==> src/rtl/sram_like_arb_pkg.sv <==
// rtl/sram_like_arb_pkg.sv - shared command layout, owner encodings and grant states
package sram_like_arb_pkg;

  localparam int CMD_LEN   = 71;
  localparam int CMD_WDATA = 0;
  localparam int CMD_ADDR  = 32;
  localparam int CMD_WSTRB = 64;
  localparam int CMD_SIZE  = 68;
  localparam int CMD_WR    = 70;

  localparam logic OWN_INST = 1'b0;
  localparam logic OWN_DATA = 1'b1;

  typedef logic [CMD_LEN-1:0] cmd_t;

  typedef enum logic [1:0] {
    ST_IDLE,
    ST_LOCK_I,
    ST_LOCK_D
  } arb_state_e;

endpackage

==> src/rtl/sram_like_arb_if.sv <==
// rtl/sram_like_arb_if.sv - one sram-like port: request/command out, accept/response back
interface sram_like_arb_if;
  import sram_like_arb_pkg::*;

  logic        req;
  cmd_t        cmd_zip;
  logic        addr_ok;
  logic        data_ok;
  logic [31:0] rdata;

  modport master (output req, output cmd_zip, input addr_ok, input data_ok, input rdata);
  modport slave  (input req, input cmd_zip, output addr_ok, output data_ok, output rdata);

endinterface

==> src/rtl/sram_like_arb_owner_fifo.sv <==
// rtl/sram_like_arb_owner_fifo.sv - in-order FIFO of 1-bit owner tags for outstanding transactions
module sram_like_arb_owner_fifo #(
  parameter  int DEPTH = 4,
  localparam int PW    = $clog2(DEPTH),
  localparam int CW    = PW + 1
) (
  input  logic          clk,
  input  logic          reset,
  input  logic          push,
  input  logic          push_owner,
  input  logic          pop,
  output logic          head,
  output logic          full,
  output logic          empty,
  output logic [CW-1:0] count
);

  logic [DEPTH-1:0] mem_q, mem_d;
  logic [PW-1:0]    wr_ptr_q, wr_ptr_d;
  logic [PW-1:0]    rd_ptr_q, rd_ptr_d;
  logic [CW-1:0]    count_q, count_d;

  // Pointers wrap for free because DEPTH is a power of two.
  always_comb begin
    mem_d = mem_q;
    if (push) begin
      mem_d[wr_ptr_q] = push_owner;
    end
    wr_ptr_d = wr_ptr_q + PW'(push);
    rd_ptr_d = rd_ptr_q + PW'(pop);
    count_d  = count_q + CW'(push) - CW'(pop);
  end

  always_ff @(posedge clk) begin
    if (reset) begin
      mem_q    <= '0;
      wr_ptr_q <= '0;
      rd_ptr_q <= '0;
      count_q  <= '0;
    end else begin
      mem_q    <= mem_d;
      wr_ptr_q <= wr_ptr_d;
      rd_ptr_q <= rd_ptr_d;
      count_q  <= count_d;
    end
  end

  assign head  = mem_q[rd_ptr_q];
  assign full  = (count_q == CW'(DEPTH));
  assign empty = (count_q == '0);
  assign count = count_q;

endmodule

==> src/rtl/sram_like_arb.sv <==
// rtl/sram_like_arb.sv - 2:1 inst/data sram-like arbiter with grant lock and in-order response routing
module sram_like_arb
  import sram_like_arb_pkg::*;
#(
  parameter int MAX_OUTSTANDING = 4
) (
  input  logic                   clk,
  input  logic                   reset,
  sram_like_arb_if.slave         inst_if,
  sram_like_arb_if.slave         data_if,
  sram_like_arb_if.master        mem_if
);

  localparam int CW = $clog2(MAX_OUTSTANDING) + 1;

  arb_state_e    state_q, state_d;
  logic          ready_q, ready_d;
  logic          active;
  logic          sel_data;
  logic          sel_req;
  logic          mem_req;
  logic          accept;
  logic          pop;
  logic          fifo_head;
  logic          fifo_full;
  logic          fifo_empty;
  logic [CW-1:0] fifo_count;

  // ready_q keeps every output quiet for one cycle after reset falls.
  always_comb begin
    ready_d  = 1'b1;
    active   = ready_q & ~reset;
    case (state_q)
      ST_LOCK_I: sel_data = 1'b0;
      ST_LOCK_D: sel_data = 1'b1;
      default:   sel_data = data_if.req;
    endcase
    sel_req = sel_data ? data_if.req : inst_if.req;
    mem_req = active & sel_req & ~fifo_full;
    accept  = mem_req & mem_if.addr_ok;
    pop     = active & mem_if.data_ok & ~fifo_empty;

    state_d = state_q;
    if (state_q == ST_IDLE) begin
      if (mem_req && !mem_if.addr_ok) begin
        state_d = sel_data ? ST_LOCK_D : ST_LOCK_I;
      end
    end else if (accept) begin
      state_d = ST_IDLE;
    end
  end

  always_ff @(posedge clk) begin
    if (reset) begin
      state_q <= ST_IDLE;
      ready_q <= 1'b0;
    end else begin
      state_q <= state_d;
      ready_q <= ready_d;
    end
  end

  sram_like_arb_owner_fifo #(
    .DEPTH (MAX_OUTSTANDING)
  ) u_owner_fifo (
    .clk        (clk),
    .reset      (reset),
    .push       (accept),
    .push_owner (sel_data ? OWN_DATA : OWN_INST),
    .pop        (pop),
    .head       (fifo_head),
    .full       (fifo_full),
    .empty      (fifo_empty),
    .count      (fifo_count)
  );

  assign mem_if.req     = mem_req;
  assign mem_if.cmd_zip = sel_data ? data_if.cmd_zip : inst_if.cmd_zip;

  assign inst_if.addr_ok = accept & ~sel_data;
  assign data_if.addr_ok = accept & sel_data;

  assign inst_if.data_ok = pop & (fifo_head == OWN_INST);
  assign data_if.data_ok = pop & (fifo_head == OWN_DATA);

  assign inst_if.rdata = mem_if.rdata;
  assign data_if.rdata = mem_if.rdata;

  // A response with nothing outstanding means the memory broke ordering.
  always @(posedge clk) begin
    if (!reset && ready_q) begin
      assert (!(mem_if.data_ok && fifo_empty));
      assert (fifo_count <= CW'(MAX_OUTSTANDING));
    end
  end

endmodule

==> src/flat_wrapper.sv <==
// flat-port wrapper written by rule: the top's interface ports become plain ports
module sram_like_arb_flat import sram_like_arb_pkg::*;
#(
  parameter int MAX_OUTSTANDING = 4
)
  (clk, reset, inst_if_req, inst_if_cmd_zip, inst_if_addr_ok, inst_if_data_ok, inst_if_rdata, data_if_req, data_if_cmd_zip, data_if_addr_ok, data_if_data_ok, data_if_rdata, mem_if_req, mem_if_cmd_zip, mem_if_addr_ok, mem_if_data_ok, mem_if_rdata);
  sram_like_arb_if inst_if_i ();
  sram_like_arb_if data_if_i ();
  sram_like_arb_if mem_if_i ();
  input  logic clk;
  input  logic reset;
  input wire logic [$bits(inst_if_i.req)-1:0] inst_if_req;
  input wire logic [$bits(inst_if_i.cmd_zip)-1:0] inst_if_cmd_zip;
  output wire logic [$bits(inst_if_i.addr_ok)-1:0] inst_if_addr_ok;
  output wire logic [$bits(inst_if_i.data_ok)-1:0] inst_if_data_ok;
  output wire logic [$bits(inst_if_i.rdata)-1:0] inst_if_rdata;
  input wire logic [$bits(data_if_i.req)-1:0] data_if_req;
  input wire logic [$bits(data_if_i.cmd_zip)-1:0] data_if_cmd_zip;
  output wire logic [$bits(data_if_i.addr_ok)-1:0] data_if_addr_ok;
  output wire logic [$bits(data_if_i.data_ok)-1:0] data_if_data_ok;
  output wire logic [$bits(data_if_i.rdata)-1:0] data_if_rdata;
  output wire logic [$bits(mem_if_i.req)-1:0] mem_if_req;
  output wire logic [$bits(mem_if_i.cmd_zip)-1:0] mem_if_cmd_zip;
  input wire logic [$bits(mem_if_i.addr_ok)-1:0] mem_if_addr_ok;
  input wire logic [$bits(mem_if_i.data_ok)-1:0] mem_if_data_ok;
  input wire logic [$bits(mem_if_i.rdata)-1:0] mem_if_rdata;
  assign inst_if_i.req = inst_if_req;
  assign inst_if_i.cmd_zip = inst_if_cmd_zip;
  assign inst_if_addr_ok = inst_if_i.addr_ok;
  assign inst_if_data_ok = inst_if_i.data_ok;
  assign inst_if_rdata = inst_if_i.rdata;
  assign data_if_i.req = data_if_req;
  assign data_if_i.cmd_zip = data_if_cmd_zip;
  assign data_if_addr_ok = data_if_i.addr_ok;
  assign data_if_data_ok = data_if_i.data_ok;
  assign data_if_rdata = data_if_i.rdata;
  assign mem_if_req = mem_if_i.req;
  assign mem_if_cmd_zip = mem_if_i.cmd_zip;
  assign mem_if_i.addr_ok = mem_if_addr_ok;
  assign mem_if_i.data_ok = mem_if_data_ok;
  assign mem_if_i.rdata = mem_if_rdata;
  sram_like_arb #(.MAX_OUTSTANDING(MAX_OUTSTANDING)) u_core (.clk(clk), .reset(reset), .inst_if(inst_if_i), .data_if(data_if_i), .mem_if(mem_if_i));
endmodule
==> config.mk <==
export PLATFORM = sky130hd
export DESIGN_NAME = sram_like_arb_flat
export DESIGN_NICKNAME = d
export VERILOG_FILES = /design/src/rtl/sram_like_arb_pkg.sv /design/src/rtl/sram_like_arb_if.sv /design/src/rtl/sram_like_arb_owner_fifo.sv /design/src/rtl/sram_like_arb.sv /design/src/flat_wrapper.sv
export SDC_FILE = /design/constraint.sdc
export NUM_CORES = 1
export LEC_CHECK = 0
export CORE_AREA = 2 2 123 125
export DETAILED_ROUTE_END_ITERATION = 12
export DIE_AREA = 0 0 125 127
export PLACE_DENSITY_LB_ADDON = 0.12
export SYNTH_ARGS = -nofsm -noshare
export SYNTH_HDL_FRONTEND = slang
export SYNTH_SLANG_ARGS = --single-unit
==> constraint.sdc <==
create_clock -name clk -period 2.6 [get_ports clk]
set_clock_uncertainty 0.1 [all_clocks]
set_input_delay 0.39 -clock clk [delete_from_list [all_inputs] [get_ports clk]]
set_output_delay 0.39 -clock clk [all_outputs]
set_load 0.05 [all_outputs]
==> results of run 1 <==
cells in the final DEF (no fill, tap or decap):
cell,Yosys,routed
a21o_1,2,2
a21oi_1,3,3
a21oi_2,1,1
a41oi_1,1,1
and2_1,1,1
and3_1,1,1
and3b_1,1,1
and4b_1,1,1
buf_12,0,78
buf_4,71,13
buf_6,0,2
clkbuf_16,0,3
clkdlybuf4s50_1,0,147
dfxtp_1,14,14
fa_2,0,1
ha_1,6,6
inv_1,6,6
mux2_4,0,1
mux2i_1,4,4
mux2i_4,0,1
mux4_2,1,1
nand2_1,219,199
nand2_2,0,20
nand2b_1,2,2
nand3_1,3,3
nand3b_1,1,1
nand4_1,3,3
nor2_1,8,7
nor2_2,0,1
nor2b_1,5,5
nor3_1,4,4
nor3b_1,1,1
nor4b_2,1,1
o32ai_1,1,1
o41ai_1,1,1
or2_2,1,1
xnor2_1,4,4
xor2_1,1,1
logic make-up after synthesis:
logic type / after synthesis
AND/OR/NAND/NOR: 252
buffers and inverters: 87
flip-flops: 14
AO/OA/AOI/OAI: 9
multiplexers: 7
adder cells (fa/ha/maj): 7
XOR/XNOR: 5
flip-flops by register name, indices dropped and copies added, names as in the netlist:
name and cells:
u_core.u_owner_fifo.rd_ptr_q 2, u_core.ready_q 1, u_core.u_owner_fifo.count 3, u_core.u_owner_fifo.wr_ptr_q 2, u_core.u_owner_fifo.mem_q 4, u_core.state_q 2
through the flow:
step                      setup TNS [ps]  std cells  total power [mW]  util, %
after floorplan                        0        381              1.18        -
after global placement                 0        722              1.80     34.5
after detailed placement           -32.6        722              1.80     34.5
after CTS                              0        725              2.10     35.1
after global routing                -145        727              2.19     35.6
final                                  0        727              2.09     35.6
power groups by stage:
stage | Combinational (mW) | Sequential (mW) | Clock, mW
2_1_floorplan | 0.942 | 0.238 | 0
3_3_place_gp | 1.56 | 0.240 | 0
3_5_place_dp | 1.56 | 0.241 | 0
4_1_cts | 1.56 | 0.237 | 0.299
5_1_grt | 1.64 | 0.238 | 0.309
6_report | 1.56 | 0.237 | 0.290
worst max-delay path by stage:
stage	from	to	depth (start not counted)
2_1_floorplan	u_core.state_q[0]$_SDFFE_PP0P_	mem_if_req	4
3_3_place_gp	data_if_req	u_core.u_owner_fifo.count[2]$_SDFF_PP0_	10
3_5_place_dp	data_if_req	u_core.u_owner_fifo.count[2]$_SDFF_PP0_	10
4_1_cts	u_core.state_q[0]$_SDFFE_PP0P_	mem_if_cmd_zip[48]	8
5_1_grt	u_core.state_q[1]$_SDFFE_PP0P_	mem_if_cmd_zip[46]	8
6_report	u_core.state_q[0]$_SDFFE_PP0P_	mem_if_cmd_zip[30]	8
routing by layer:
metal / part of all wire, % / global-route usage, % / wire [µm] / up-vias
met5: 0 / 0 / 0 / -
li1: - / - / - / 1434
met4: 0.66 / 1.70 / 70 / 0
met2: 51 / 22.8 / 5490 / 177
met3: 11 / 4.94 / 1130 / 6
met1: 37 / 13.8 / 3980 / 1209
worst max-delay path: stages, from the launching register on:
cell	delay, ps
dfxtp_1	330
inv_1	70
ha_1	290
buf_4	150
mux2i_4	300
buf_4	240
nand2_1	70
nand2_1	140
buf_12	160
layout make-up:
type,instances,area [µm²]
clock buffer,3,75.1
fill,1517,9290
inverter,6,22.5
multi-input combinational,280,1380
sequential,14,280
tap,184,230
timing repair buffer,240,3150
repair_timing:
action	4_1_cts	5_1_grt
gates resized for setup	0	25
endpoints found under the setup margin	0	39
buffers inserted	0	2
==> results.yml, run 1 <==
status:
  status: "complete, no violations"
placed_design:
  dpl-instance-area_um2: 4980
  place_congestion: 0.780
  port_buffers: 223
  place_worst_setup_slack_ps: -32.6
  dp_hpwl_um: 8800
min_path:
  min-delay-start: "u_core.u_owner_fifo.mem_q[3]$_SDFFE_PP0P_"
  hold_path_depth: 2
  hold_class: "reg -> reg"
  hold_end: "u_core.u_owner_fifo.mem_q[3]$_SDFFE_PP0P_"
clock_tree:
  cts.sinks: 14
  cts_made_buffers: 3
  cts_tree: "yes"
  clockRootBuffer: "clkbuf_16"
  cts_max_path_buffers: 2
  clock_latency_ps: 240
  path_clk_slew_ps: 50
  cts_hold_buf: 0
  htree_levels: 1
setup_path:
  crit_arrival_ps: 2010
  crit_path_start_kind: "register"
  path_max_fanout: 13
  crit_required_ps: 2110
  r2r-end: "u_core.u_owner_fifo.count[1]$_SDFF_PP0_"
  rrSetupSlack_ps: 150
  rr_worst_depth: 11
  end_kind: "output port"
  worstSetupPathType: "reg -> out"
  r2r_start: "u_core.state_q[0]$_SDFFE_PP0P_"
pwr:
  internal_power_mw: 1.20
  seqPwrFrac_pct: 11.3
  leakage_nw: 2.38
  swShare_pct: 42.5
  p_per_area_nw_per_um2: 407
  ir_worst_vdd_mv: 0.212
  p_comb_share_pct: 74.8
  p_clk_share_pct: 13.9
  p_switching_uw: 889
synth:
  async_flop_share_pct: 0
  synth_area_leader_cell: "nand2_1"
  seq_area_frac_synth_pct: 12.8
  yosys.area_share.simple_pct: 46.4
  synthesis.nets: 568
  synth_xor_area_share_pct: 2.00
  synth.area.top_cells: "nand2_1 38%, buf_4 24%, dfxtp_1 13%"
  synth_warnings: 0
  synth_ff_type: "dfxtp_1"
  netlist_top_cells_count: "219 x nand2_1, 71 x buf_4, 14 x dfxtp_1, 8 x nor2_1, 7 x buf_2"
  netlist_instances: 381
  post-synth-top-count-cell: "nand2_1"
  synth_seq_cells: 14
  muxShareOfSynthArea_pct: 4.00
  syn_area_um2: 2190
  synth_top_area_share_pct: 37.5
  synth_compound_area_share_pct: 2.97
  syn_avg_cell_area_um2: 5.75
  synth_top_family_by_area: "simple AND/OR/NAND/NOR gates"
  synth-edff-count: 0
  synth_fa_ha_area_share_pct: 4.34
  ys_types: 34
timing:
  fmax_mhz: 400
  relSlewSlack_pct: 82.7
  tightestPinTransition_ps: 257
  setup_viol: 0
  finalCritPeriodShare_pct: 96.2
  final.setup.worst_slack_ps: 99.9
  rsz0062_at_grt: "true"
  drv_slew: 0
  hold_viol_final: 0
  fin_crit_ps: 2500
  holdWs_ps: 360
floorplan:
  rows: 44
  coreArea_um2: 14400
  die_width_um: 125
  die_h_um: 127
  initial_core_util_pct: 15.2
  top_level_ports: 320
  die_area_um2: 15900
routing:
  drtIter0Drc: 90
  via_per_inst: 3.89
  antenna_left: 0
  routed_wl_um: 10700
  dr.pass1.iters: 4
  route.detailed.drc: 0
  vias: 2826
  wl_per_cell_um: 14.7
global_routing:
  grt_max_degree: 44
  grt_pass1_wl_um: 15900
  grt_usage_pct: 12.4
  antenna_found_initial: 0
  gr-total-overflow: 0
  grt_pass1_vias: 2901
layout:
  drive_above_1_share_pct: 22.8
  synthToLayoutAreaGrowth_pct: 134
  fin_area_um2: 5140
  diodes: 0
  final_nets: 732
flow_run:
  max_cap_viol_count: 0
Note: power is estimated with default switching activity, not from simulation.
==> inputs of run 2 (changes only) <==
--- a/config.mk
+++ b/config.mk
@@ -6,8 +6,10 @@
 export NUM_CORES = 1
 export LEC_CHECK = 0
 export CORE_AREA = 2 2 123 125
+export CTS_BUF_LIST = sky130_fd_sc_hd__clkbuf_16
 export DETAILED_ROUTE_END_ITERATION = 12
 export DIE_AREA = 0 0 125 127
+export MAX_ROUTING_LAYER = met4
 export PLACE_DENSITY_LB_ADDON = 0.12
 export SYNTH_ARGS = -nofsm -noshare
 export SYNTH_HDL_FRONTEND = slang
==> run 2 against run 1 <==
  * Sequential power about the same
  * Core utilization fell by 0.31 points
  * Setup slack lost 19 ps
  * Design area is 0.88% lower
  * Clock power about the same
  * Die area unchanged
  * Highest routed layer unchanged
==> results.yml, run 2 (synthesized netlist as in run 1, its figures left out) <==
timing:
  tightestPinTransition_ps: 257
  setup_viol: 0
  final.setup.worst_slack_ps: 80.9
  rsz0062_at_grt: "true"
  hold_viol_final: 0
  fin_crit_ps: 2520
  relSlewSlack_pct: 82.7
  fmax_mhz: 397
  drv_slew: 0
  tns_ps: 0
  finalCritPeriodShare_pct: 96.9
status:
  status: "complete, no violations"
routing:
  via_per_inst: 3.86
  route.detailed.drc: 0
  wl_per_cell_um: 14.6
  drtIter0Drc: 76
  vias: 2803
  routed_wl_um: 10600
  antenna_left: 0
  dr.pass1.iters: 4
setup_path:
  rr_worst_depth: 11
  worstSetupPathType: "reg -> out"
  end_kind: "output port"
  crit_required_ps: 2110
  crit_arrival_ps: 2030
  crit_path_start_kind: "register"
  path_max_fanout: 30
clock_tree:
  cts_max_path_buffers: 2
  cts_made_buffers: 3
  path_clk_slew_ps: 50
  cts_tree: "yes"
  cts.sinks: 14
  clockRootBuffer: "clkbuf_16"
  htree_levels: 1
  cts_hold_buf: 0
  clock_latency_ps: 240
pwr:
  p_comb_share_pct: 74.6
  leakage_nw: 2.38
  p_switching_uw: 881
  power_mw: 2.07
  p_clk_share_pct: 13.9
  p_per_area_nw_per_um2: 407
  ir_worst_vdd_mv: 0.213
  swShare_pct: 42.5
  internal_power_mw: 1.19
  seqPwrFrac_pct: 11.4
layout:
  diodes: 0
  largest_register: "u_core.u_owner_fifo.mem_q"
  synthToLayoutAreaGrowth_pct: 132
  layout_common_cells: "213 x nand2_1, 147 x clkdlybuf4s50_1, 78 x buf_12"
  largest_reg_flops: 4
  final_nets: 732
  layout_commonest_cell: "nand2_1"
  final-instance-count-excl-fill: 727
  drive_above_1_share_pct: 20.1
floorplan:
  coreArea_um2: 14400
  die_width_um: 125
  die_h_um: 127
  die_area_um2: 15900
  rows: 44
  top_level_ports: 320
  initial_core_util_pct: 15.2
min_path:
  hold_class: "reg -> reg"
  hold_path_depth: 2
global_routing:
  antenna_found_initial: 0
  grt_pass1_vias: 2903
  grt_max_degree: 44
  gr-total-overflow: 0
  grt_usage_pct: 12.7
  grt_pass1_wl_um: 15900
placed_design:
  port_buffers: 223
  place_congestion: 0.791
  place_worst_setup_slack_ps: -32.6
  dp_hpwl_um: 8800
  dp_cells: 722
flow_run:
  max_cap_viol_count: 0
run 2: worst paths after layout:
kind	start	to	slack, ps
max	u_core.state_q[0]$_SDFFE_PP0P_	mem_if_cmd_zip[30]	80
min	u_core.u_owner_fifo.mem_q[3]$_SDFFE_PP0P_	u_core.u_owner_fifo.mem_q[3]$_SDFFE_PP0P_	360
max reg2reg	u_core.state_q[0]$_SDFFE_PP0P_	u_core.u_owner_fifo.count[1]$_SDFF_PP0_	160
min reg2reg	u_core.u_owner_fifo.mem_q[3]$_SDFFE_PP0P_	u_core.u_owner_fifo.mem_q[3]$_SDFFE_PP0P_	360
run 2: what timing repair did:
action	in CTS	in global routing
endpoints found under the setup margin	0	37
resized for setup	0	8
endpoints found under the hold margin	0	0
buffers inserted	0	2
run 2: cell type report:
class,count,area (µm²)
clock buffers,3,75.1
fillers,1514,9330
inverters,6,22.5
multi-input cells,280,1340
flip-flops and latches,14,280
well taps,184,230
repair buffers,240,3150
run 2: power groups by stage:
| stage | clock network, mW | registers, mW | logic, mW |
|---|---|---|---|
| 2_1_floorplan | 0 | 0.238 | 0.942 |
| 3_3_place_gp | 0 | 0.240 | 1.56 |
| 3_5_place_dp | 0 | 0.241 | 1.56 |
| 4_1_cts | 0.299 | 0.237 | 1.56 |
| 5_1_grt | 0.309 | 0.238 | 1.63 |
| 6_report | 0.289 | 0.237 | 1.55 |
run 2: worst max-delay path, stage by stage, from the launching register on:
cell	delay [ps]
dfxtp_1	330
inv_1	70
ha_1	300
buf_4	140
mux2_2	390
buf_12	180
nand2_1	70
nand2_1	110
buf_12	170
run 2: metrics by stage:
step | hold slack [ps] | util (%) | cell area (µm²)
3_5_place_dp | 359 | 34.5 | 4980
2_1_floorplan | 332 | - | 2190
5_1_grt | 382 | 35.3 | 5090
3_3_place_gp | 351 | 34.5 | 4980
6_report | 360 | 35.3 | 5090
4_1_cts | 370 | 35.1 | 5060
run 2: per-layer routing:
layer  part of all wire (%)  vias up  track usage (%)  routed length [µm]
li1                       -     1433                -                   -
met1                     38     1184             13.9                4030
met2                     51      178             22.9                5430
met3                    9.9        8             4.56                1050
met4                   0.82        0             1.83                  87
met5                      0        -                -                   0
